==> src/rtl/esop_cube_sequencer_pkg.sv <==
// Shared types and sizing for the ESOP cube sequencer.
// ESOP_MATCH_CNT_EN (optional) adds a per-result cube-hit counter.
package esop_pkg;

    localparam int unsigned NUM_VARS  = 10;
    localparam int unsigned MAX_CUBES = 128;
    localparam int unsigned CUBE_AW   = $clog2(MAX_CUBES);
    localparam int unsigned CNT_W     = CUBE_AW + 1;

    typedef struct packed {
        logic [NUM_VARS-1:0] mask;
        logic [NUM_VARS-1:0] pol;
    } cube_t;

    typedef enum logic [1:0] {
        IDLE = 2'd0,
        RUN  = 2'd1,
        DONE = 2'd2
    } seq_state_e;

endpackage

==> src/rtl/esop_cube_sequencer_if.sv <==
// Config, input-vector and result bus of the ESOP cube sequencer.
// ESOP_MATCH_CNT_EN adds out_match_cnt.
interface esop_cube_sequencer_if;
    import esop_pkg::*;

    logic                cfg_we;
    logic [CUBE_AW-1:0]  cfg_addr;
    logic [NUM_VARS-1:0] cfg_mask;
    logic [NUM_VARS-1:0] cfg_pol;
    logic                cfg_num_we;
    logic [CNT_W-1:0]    cfg_num;
    logic                cfg_err;
    logic                in_valid;
    logic                in_ready;
    logic [NUM_VARS-1:0] in_vec;
    logic                out_valid;
    logic                out_ready;
    logic                out_val;
    logic                busy;
`ifdef ESOP_MATCH_CNT_EN
    logic [CNT_W-1:0]    out_match_cnt;
`endif

    modport master (
        output cfg_we, cfg_addr, cfg_mask, cfg_pol, cfg_num_we, cfg_num,
        output in_valid, in_vec, out_ready,
`ifdef ESOP_MATCH_CNT_EN
        input  out_match_cnt,
`endif
        input  cfg_err, in_ready, out_valid, out_val, busy
    );

    modport slave (
        input  cfg_we, cfg_addr, cfg_mask, cfg_pol, cfg_num_we, cfg_num,
        input  in_valid, in_vec, out_ready,
`ifdef ESOP_MATCH_CNT_EN
        output out_match_cnt,
`endif
        output cfg_err, in_ready, out_valid, out_val, busy
    );

endinterface

==> src/rtl/esop_cube_sequencer_match.sv <==
// Single-cube match: every cared variable must equal its polarity bit.
module esop_cube_match
    import esop_pkg::*;
(
    input  cube_t               i_cube,
    input  logic [NUM_VARS-1:0] i_vec,
    output logic                o_hit_c
);

    assign o_hit_c = (((i_vec ^ i_cube.pol) & i_cube.mask) == '0);

endmodule

==> src/rtl/esop_cube_sequencer.sv <==
// Cube-serial ESOP evaluator: one cube per cycle, XOR-accumulated hits.
// ESOP_MATCH_CNT_EN adds out_match_cnt (number of cubes hit).
module esop_cube_sequencer
    import esop_pkg::*;
(
    input  logic                  clk,
    input  logic                  rst,
    esop_cube_sequencer_if.slave  bus
);

    seq_state_e          r_state;
    seq_state_e          w_nxt_state;
    cube_t               r_mem [MAX_CUBES];
    logic [NUM_VARS-1:0] r_vec;
    logic [CNT_W-1:0]    r_idx;
    logic [CNT_W-1:0]    r_num;
    logic                r_acc;
    logic                r_in_ready;
    logic                r_out_valid;
    logic                r_busy;
    logic                r_cfg_err;

    logic [CNT_W-1:0]    w_num_clamp;
    logic [CNT_W-1:0]    w_num_eff;
    logic                w_num_wr;
    logic                w_cube_wr;
    logic                w_cfg_err;
    logic                w_accept;
    logic                w_addr_ok;
    logic                w_last;
    logic                w_hit;
    cube_t               w_cube;

    // Address range check only exists when the capacity is not a power of two
    if (MAX_CUBES == (1 << CUBE_AW)) begin : g_addr_full
        assign w_addr_ok = 1'b1;
    end else begin : g_addr_chk
        assign w_addr_ok = ({1'b0, bus.cfg_addr} < CNT_W'(MAX_CUBES));
    end

    assign w_num_clamp = (bus.cfg_num > CNT_W'(MAX_CUBES)) ? CNT_W'(MAX_CUBES) : bus.cfg_num;
    // A count write in the accept cycle governs that same vector
    assign w_num_eff   = (bus.cfg_num_we && (r_state == IDLE)) ? w_num_clamp : r_num;
    assign w_last      = (r_idx == (r_num - CNT_W'(1)));
    assign w_cube      = r_mem[r_idx[CUBE_AW-1:0]];

    esop_cube_match u_match (
        .i_cube  (w_cube),
        .i_vec   (r_vec),
        .o_hit_c (w_hit)
    );

    always_ff @(posedge clk) begin
        if (rst) begin
            r_state <= IDLE;
        end else begin
            r_state <= w_nxt_state;
        end
    end

    always_comb begin
        w_nxt_state = r_state;
        w_accept    = 1'b0;
        w_cube_wr   = 1'b0;
        w_num_wr    = 1'b0;
        w_cfg_err   = 1'b0;
        unique case (r_state)
            IDLE: begin
                w_cube_wr = bus.cfg_we & w_addr_ok;
                w_num_wr  = bus.cfg_num_we;
                w_cfg_err = bus.cfg_we & ~w_addr_ok;
                w_accept  = bus.in_valid;
                if (bus.in_valid) begin
                    w_nxt_state = (w_num_eff != '0) ? RUN : DONE;
                end
            end
            RUN: begin
                w_cfg_err = bus.cfg_we | bus.cfg_num_we;
                if (w_last) begin
                    w_nxt_state = DONE;
                end
            end
            DONE: begin
                w_cfg_err = bus.cfg_we | bus.cfg_num_we;
                if (bus.out_ready) begin
                    w_nxt_state = IDLE;
                end
            end
            default: w_nxt_state = IDLE;
        endcase
    end

    // Cube memory is deliberately not reset so programs survive rst
    always_ff @(posedge clk) begin
        if (w_cube_wr && !rst) begin
            r_mem[bus.cfg_addr] <= '{mask: bus.cfg_mask, pol: bus.cfg_pol};
        end
    end

    always_ff @(posedge clk) begin
        if (rst) begin
            r_num       <= '0;
            r_idx       <= '0;
            r_vec       <= '0;
            r_acc       <= 1'b0;
            r_in_ready  <= 1'b1;
            r_out_valid <= 1'b0;
            r_busy      <= 1'b0;
            r_cfg_err   <= 1'b0;
        end else begin
            r_in_ready  <= (w_nxt_state == IDLE);
            r_out_valid <= (w_nxt_state == DONE);
            r_busy      <= (w_nxt_state != IDLE);
            r_cfg_err   <= w_cfg_err;
            if (w_num_wr) begin
                r_num <= w_num_clamp;
            end
            if (w_accept) begin
                r_vec <= bus.in_vec;
                r_acc <= 1'b0;
                r_idx <= '0;
            end else if (r_state == RUN) begin
                r_acc <= r_acc ^ w_hit;
                r_idx <= r_idx + CNT_W'(1);
            end
        end
    end

`ifdef ESOP_MATCH_CNT_EN
    logic [CNT_W-1:0] r_match_cnt;

    always_ff @(posedge clk) begin
        if (rst) begin
            r_match_cnt <= '0;
        end else if (w_accept) begin
            r_match_cnt <= '0;
        end else if (r_state == RUN) begin
            r_match_cnt <= r_match_cnt + CNT_W'(w_hit);
        end
    end

    assign bus.out_match_cnt = r_match_cnt;
`endif

    assign bus.cfg_err   = r_cfg_err;
    assign bus.in_ready  = r_in_ready;
    assign bus.out_valid = r_out_valid;
    assign bus.out_val   = r_acc;
    assign bus.busy      = r_busy;

endmodule

==> src/flat_wrapper.sv <==
// flat-port wrapper written by rule: the top's interface ports become plain ports
module esop_cube_sequencer_flat import esop_pkg::*;
  (clk, rst, bus_cfg_we, bus_cfg_addr, bus_cfg_mask, bus_cfg_pol, bus_cfg_num_we, bus_cfg_num, bus_in_valid, bus_in_vec, bus_out_ready, bus_cfg_err, bus_in_ready, bus_out_valid, bus_out_val, bus_busy);
  esop_cube_sequencer_if bus_i ();
  input  logic clk;
  input  logic rst;
  input wire logic [$bits(bus_i.cfg_we)-1:0] bus_cfg_we;
  input wire logic [$bits(bus_i.cfg_addr)-1:0] bus_cfg_addr;
  input wire logic [$bits(bus_i.cfg_mask)-1:0] bus_cfg_mask;
  input wire logic [$bits(bus_i.cfg_pol)-1:0] bus_cfg_pol;
  input wire logic [$bits(bus_i.cfg_num_we)-1:0] bus_cfg_num_we;
  input wire logic [$bits(bus_i.cfg_num)-1:0] bus_cfg_num;
  input wire logic [$bits(bus_i.in_valid)-1:0] bus_in_valid;
  input wire logic [$bits(bus_i.in_vec)-1:0] bus_in_vec;
  input wire logic [$bits(bus_i.out_ready)-1:0] bus_out_ready;
  output wire logic [$bits(bus_i.cfg_err)-1:0] bus_cfg_err;
  output wire logic [$bits(bus_i.in_ready)-1:0] bus_in_ready;
  output wire logic [$bits(bus_i.out_valid)-1:0] bus_out_valid;
  output wire logic [$bits(bus_i.out_val)-1:0] bus_out_val;
  output wire logic [$bits(bus_i.busy)-1:0] bus_busy;
  assign bus_i.cfg_we = bus_cfg_we;
  assign bus_i.cfg_addr = bus_cfg_addr;
  assign bus_i.cfg_mask = bus_cfg_mask;
  assign bus_i.cfg_pol = bus_cfg_pol;
  assign bus_i.cfg_num_we = bus_cfg_num_we;
  assign bus_i.cfg_num = bus_cfg_num;
  assign bus_i.in_valid = bus_in_valid;
  assign bus_i.in_vec = bus_in_vec;
  assign bus_i.out_ready = bus_out_ready;
  assign bus_cfg_err = bus_i.cfg_err;
  assign bus_in_ready = bus_i.in_ready;
  assign bus_out_valid = bus_i.out_valid;
  assign bus_out_val = bus_i.out_val;
  assign bus_busy = bus_i.busy;
  esop_cube_sequencer u_core (.clk(clk), .rst(rst), .bus(bus_i));
endmodule
==> config.mk <==
export PLATFORM = sky130hd
export DESIGN_NAME = esop_cube_sequencer_flat
export DESIGN_NICKNAME = d
export VERILOG_FILES = /design/src/rtl/esop_cube_sequencer_pkg.sv /design/src/rtl/esop_cube_sequencer_if.sv /design/src/rtl/esop_cube_sequencer_match.sv /design/src/rtl/esop_cube_sequencer.sv /design/src/flat_wrapper.sv
export SDC_FILE = /design/constraint.sdc
export NUM_CORES = 2
export LEC_CHECK = 0
export ABC_CLOCK_PERIOD_IN_PS = 6550
export BUFFER_PORTS_ARGS = -buffer_cell sky130_fd_sc_hd__buf_2
export CAP_MARGIN = 20
export CORE_MARGIN = 2
export CORE_UTILIZATION = 45
export CTS_BUF_LIST = sky130_fd_sc_hd__clkbuf_8
export CTS_CLUSTER_SIZE = 16
export DETAILED_ROUTE_END_ITERATION = 10
export HOLD_SLACK_MARGIN = 0.05
export PLACE_DENSITY_LB_ADDON = 0.25
export SLEW_MARGIN = 10
export SYNTH_ARGS = -nofsm -noshare
export SYNTH_HDL_FRONTEND = slang
export SYNTH_SLANG_ARGS = --single-unit
==> constraint.sdc <==
create_clock -name clk -period 6.55 [get_ports clk]
set_clock_uncertainty 0.05 [all_clocks]
set_input_delay 1.31 -clock clk [delete_from_list [all_inputs] [get_ports clk]]
set_output_delay 1.31 -clock clk [all_outputs]
set_load 0.02 [all_outputs]
==> summary.md <==
| Metric | Value |
|---|---|
| Max H-tree Level | `5` |
| Area taken by multi-input logic gates | `21700 sq um` |
| IO buf count | `55` |
| Placed cell count | `7502` |
| Most numerous cell in the Yosys netlist | `edfxtp_1` |
| Routed Antenna Nets | `0` |
| Tcrit/Tclk final | `0.797` |
| Startpoint types | `flop` |
| Area leader, netlist | `edfxtp_1` |
| Top FF cell, synth | `edfxtp_1` |
| Syn Inst Count | `4483` |
| Clock root buffer | `clkbuf_8` |
| WP data required | `7.49 ns` |
| Register Area | `77700 sq um` |
| Layout filler cell count | `17.6k` |
| First DRT Iteration DRCs | `6664` |
| Worst-case vdd ir drop | `0.000243 V` |
| Crit Path Class | `flop to flop` |
| Cell area after synthesis | `100000 sq um` |
| Average size of a mapped cell | `22.3 sq um` |
| WL final | `283 mm` |
| TritonCTS clock tree | `built` |
| DR DRC count | `0` |
| Area Overhead vs Synth | `12.6%` |
| Pwr dens | `288 nW/um^2` |
| Tot Pwr | `32.4 mW` |
| Fin nets | `5009` |
| Post-synthesis register bit count | `2600` |
| Wire per inst | `34.4 um` |
| First-pass GRT wire length | `392 mm` |
| Min Tclk post-route | `5.22 ns` |
| CP max stage delay | `1.06 ns` |
| Arrival time worst endpoint | `6.16 ns` |
| Final cell count without fillers | `8221` |
| Crit path cell chain | `buf_12 > buf_12 > mux4_2 > mux4_2 > a22oi_1 > nand2_1 > nand3_1 > and3_1 > nand4_1 > a21oi_1 > mux2_1` |
| GR Overflow Total | `0` |
| Top post-synthesis cells by count | `2560 x edfxtp_1, 673 x mux4_2, 186 x nor2_1` |
| Hpwl dp | `159 mm` |
| Via count | `50.7k` |
| Setup TNS | `0 ns` |
| Die area | `226000 sq um` |
| Post-synth EDFFs | `2560` |
| Worst Path Max Fanout | `43` |
| Worst slew pin tran | `1.19 ns` |
| CTS Buffer Depth | `4` |
| Final hold vios | `0` |
| Vias/cell | `6.17` |
| Setup repair bufs after CTS | `0` |
| Ys async rst share | `0` |
| Resized Gates After CTS | `0` |
| Die Y | `476 um` |
| P_leak | `34.6 nW` |
| Slowest CP cell | `dfxtp_4` |
| GRT Overall Usage | `0.250` |
| Yosys cell types | `65` |
| Clk Latency, worst-skew pair | `1.13 ns` |
| Routability Congestion | `0.839` |
| Drt pass-1 iters | `5` |
| Starting Density | `0.452` |
| Core ar. | `222000 sq um` |
| Site row count | `173` |
| Largest net degree at the start of global routing | `101` |
| Max Cap Viol | `0` |
| Syn. warnings | `0` |
| Number of global-route vias before repair | `50.2k` |
| Top post-synthesis cells by area | `edfxtp_1 77%, mux4_2 15%, mux2i_1 1.5%` |
| CP Capture Type | `flop` |
| Initial antenna violation count | `15` |
| Clock-pin slew on the worst setup and hold paths | `0.07 ns` |
| Status | `completed` |
| Slew HR | `0.208` |
| Post-CTS Hold Buffers | `0` |
| Register area share after synthesis | `0.776` |
| Synth Net Count | `4540` |
| Unrepaired setup endpoints after global routing | `false` |
| TritonCTS Buffers | `421` |
| IO Pins | `56` |
| Worst Hold Class | `input pin to flop` |
| FMAX | `0.192 GHz` |
| Final setup violation count | `0` |
| Post-synth top area share | `0.768` |
| Horiz. Die Dim | `476 um` |
| Clk sinks | `2600` |
| Layout cells sized above 1 | `0.305` |
| Slew Limit Fails | `0` |
==> cell type report <==
cell class	instances	area share
Inverter	11	0.000444
Antenna cell	10	0.000222
Clock buffer	429	0.0524
Sequential cell	2600	0.689
Clock inverter	278	0.0113
Timing Repair Buffer	293	0.0215
Tap cell	2975	0.0330
Multi-Input combinational cell	1625	0.192
==> power breakdown <==
group          leakage, nW  switching (mW)  internal [mW]
logic                 6.98           0.917          0.658
clock network         4.25            6.22           6.24
registers             23.3          0.0631           18.3
total                 34.6            7.20           25.2
==> sequential cells by signal, summed over array words and instances, names as in the netlist, named ones only <==
name                  count
u_core.bus.busy           1
u_core.bus.cfg_err        1
u_core.bus.in_ready       1
u_core.bus.out_val        1
u_core.bus.out_valid      1
u_core.r_idx              8
u_core.r_mem           2560
u_core.r_num              8
u_core.r_state            2
u_core.r_vec             10
==> metrics by stage <==
stage / area [sq um] / setup slack, ns / hold WS (ns) / utilization
global route: 113000 / 1.22 / 0.417 / 0.509
CTS: 113000 / 1.36 / 0.350 / 0.508
finish: 113000 / 1.33 / 0.431 / 0.509
global placement: 105000 / 1.37 / 0.438 / 0.476
detailed placement: 105000 / 1.41 / 0.470 / 0.476
floorplan: 100000 / 2.13 / 0.399 / -
==> cells in the final DEF (no fill, tap or decap), types with 11 or more instances in the layout <==
master	instances
edfxtp_1	2560
mux4_2	673
clkbuf_8	429
buf_4	234
inv_1	162
mux2i_1	151
nand2_1	128
nor2_2	107
clkinv_1	82
a22oi_1	65
a21oi_1	63
nor2_1	57
nand3_1	51
buf_2	35
dfxtp_1	34
o21ai_0	30
clkinv_2	26
nor2_4	22
buf_12	22
a221oi_1	20
nand4_1	19
xor2_1	18
o22ai_1	17
xnor2_1	16
a31oi_1	14
nor2b_1	13
nor3_1	12
o221ai_1	11
==> logic make-up (layout without fill, tap and decap cells) <==
family | count (synthesis) | in the layout | synth area share
flip-flops | 2600 | 2600 | 0.776
other | 0 | 10 | 0
adder cells (fa/ha/maj) | 6 | 6 | 0.000750
XOR/XNOR | 34 | 34 | 0.00297
AO/OA/AOI/OAI | 272 | 272 | 0.0187
multiplexers | 833 | 833 | 0.167
buffers and inverters | 258 | 1011 | 0.0128
AND/OR/NAND/NOR | 480 | 480 | 0.0217
==> per-layer routing <==
layer,track usage,up-vias,share of wire
met4,0.102,4,0.041
met2,0.393,2841,0.48
met3,0.0456,553,0.088
li1,-,19900,-
met1,0.349,27400,0.39
met5,0,-,0.000081
==> critical path, delay by kind of cell, from the launching register on <==
kind            cells  cell delay (ns)
mux                 3             1.43
buf+inv             2             0.77
simple gates        4             0.80
flops               1             1.06
compound gates      2             0.83
==> worst paths after layout <==
check,depth (start not counted),slack [ns],end,start
setup / recovery,11,1.33,u_core.bus.out_val,flop
hold / removal,3,0.43,u_core.bus.cfg_err,bus_cfg_num_we
setup reg to reg,11,1.33,u_core.bus.out_val,flop
hold reg to reg,2,0.47,u_core.r_num[7],u_core.r_num[7]
Power figures use the tool's default switching activity.
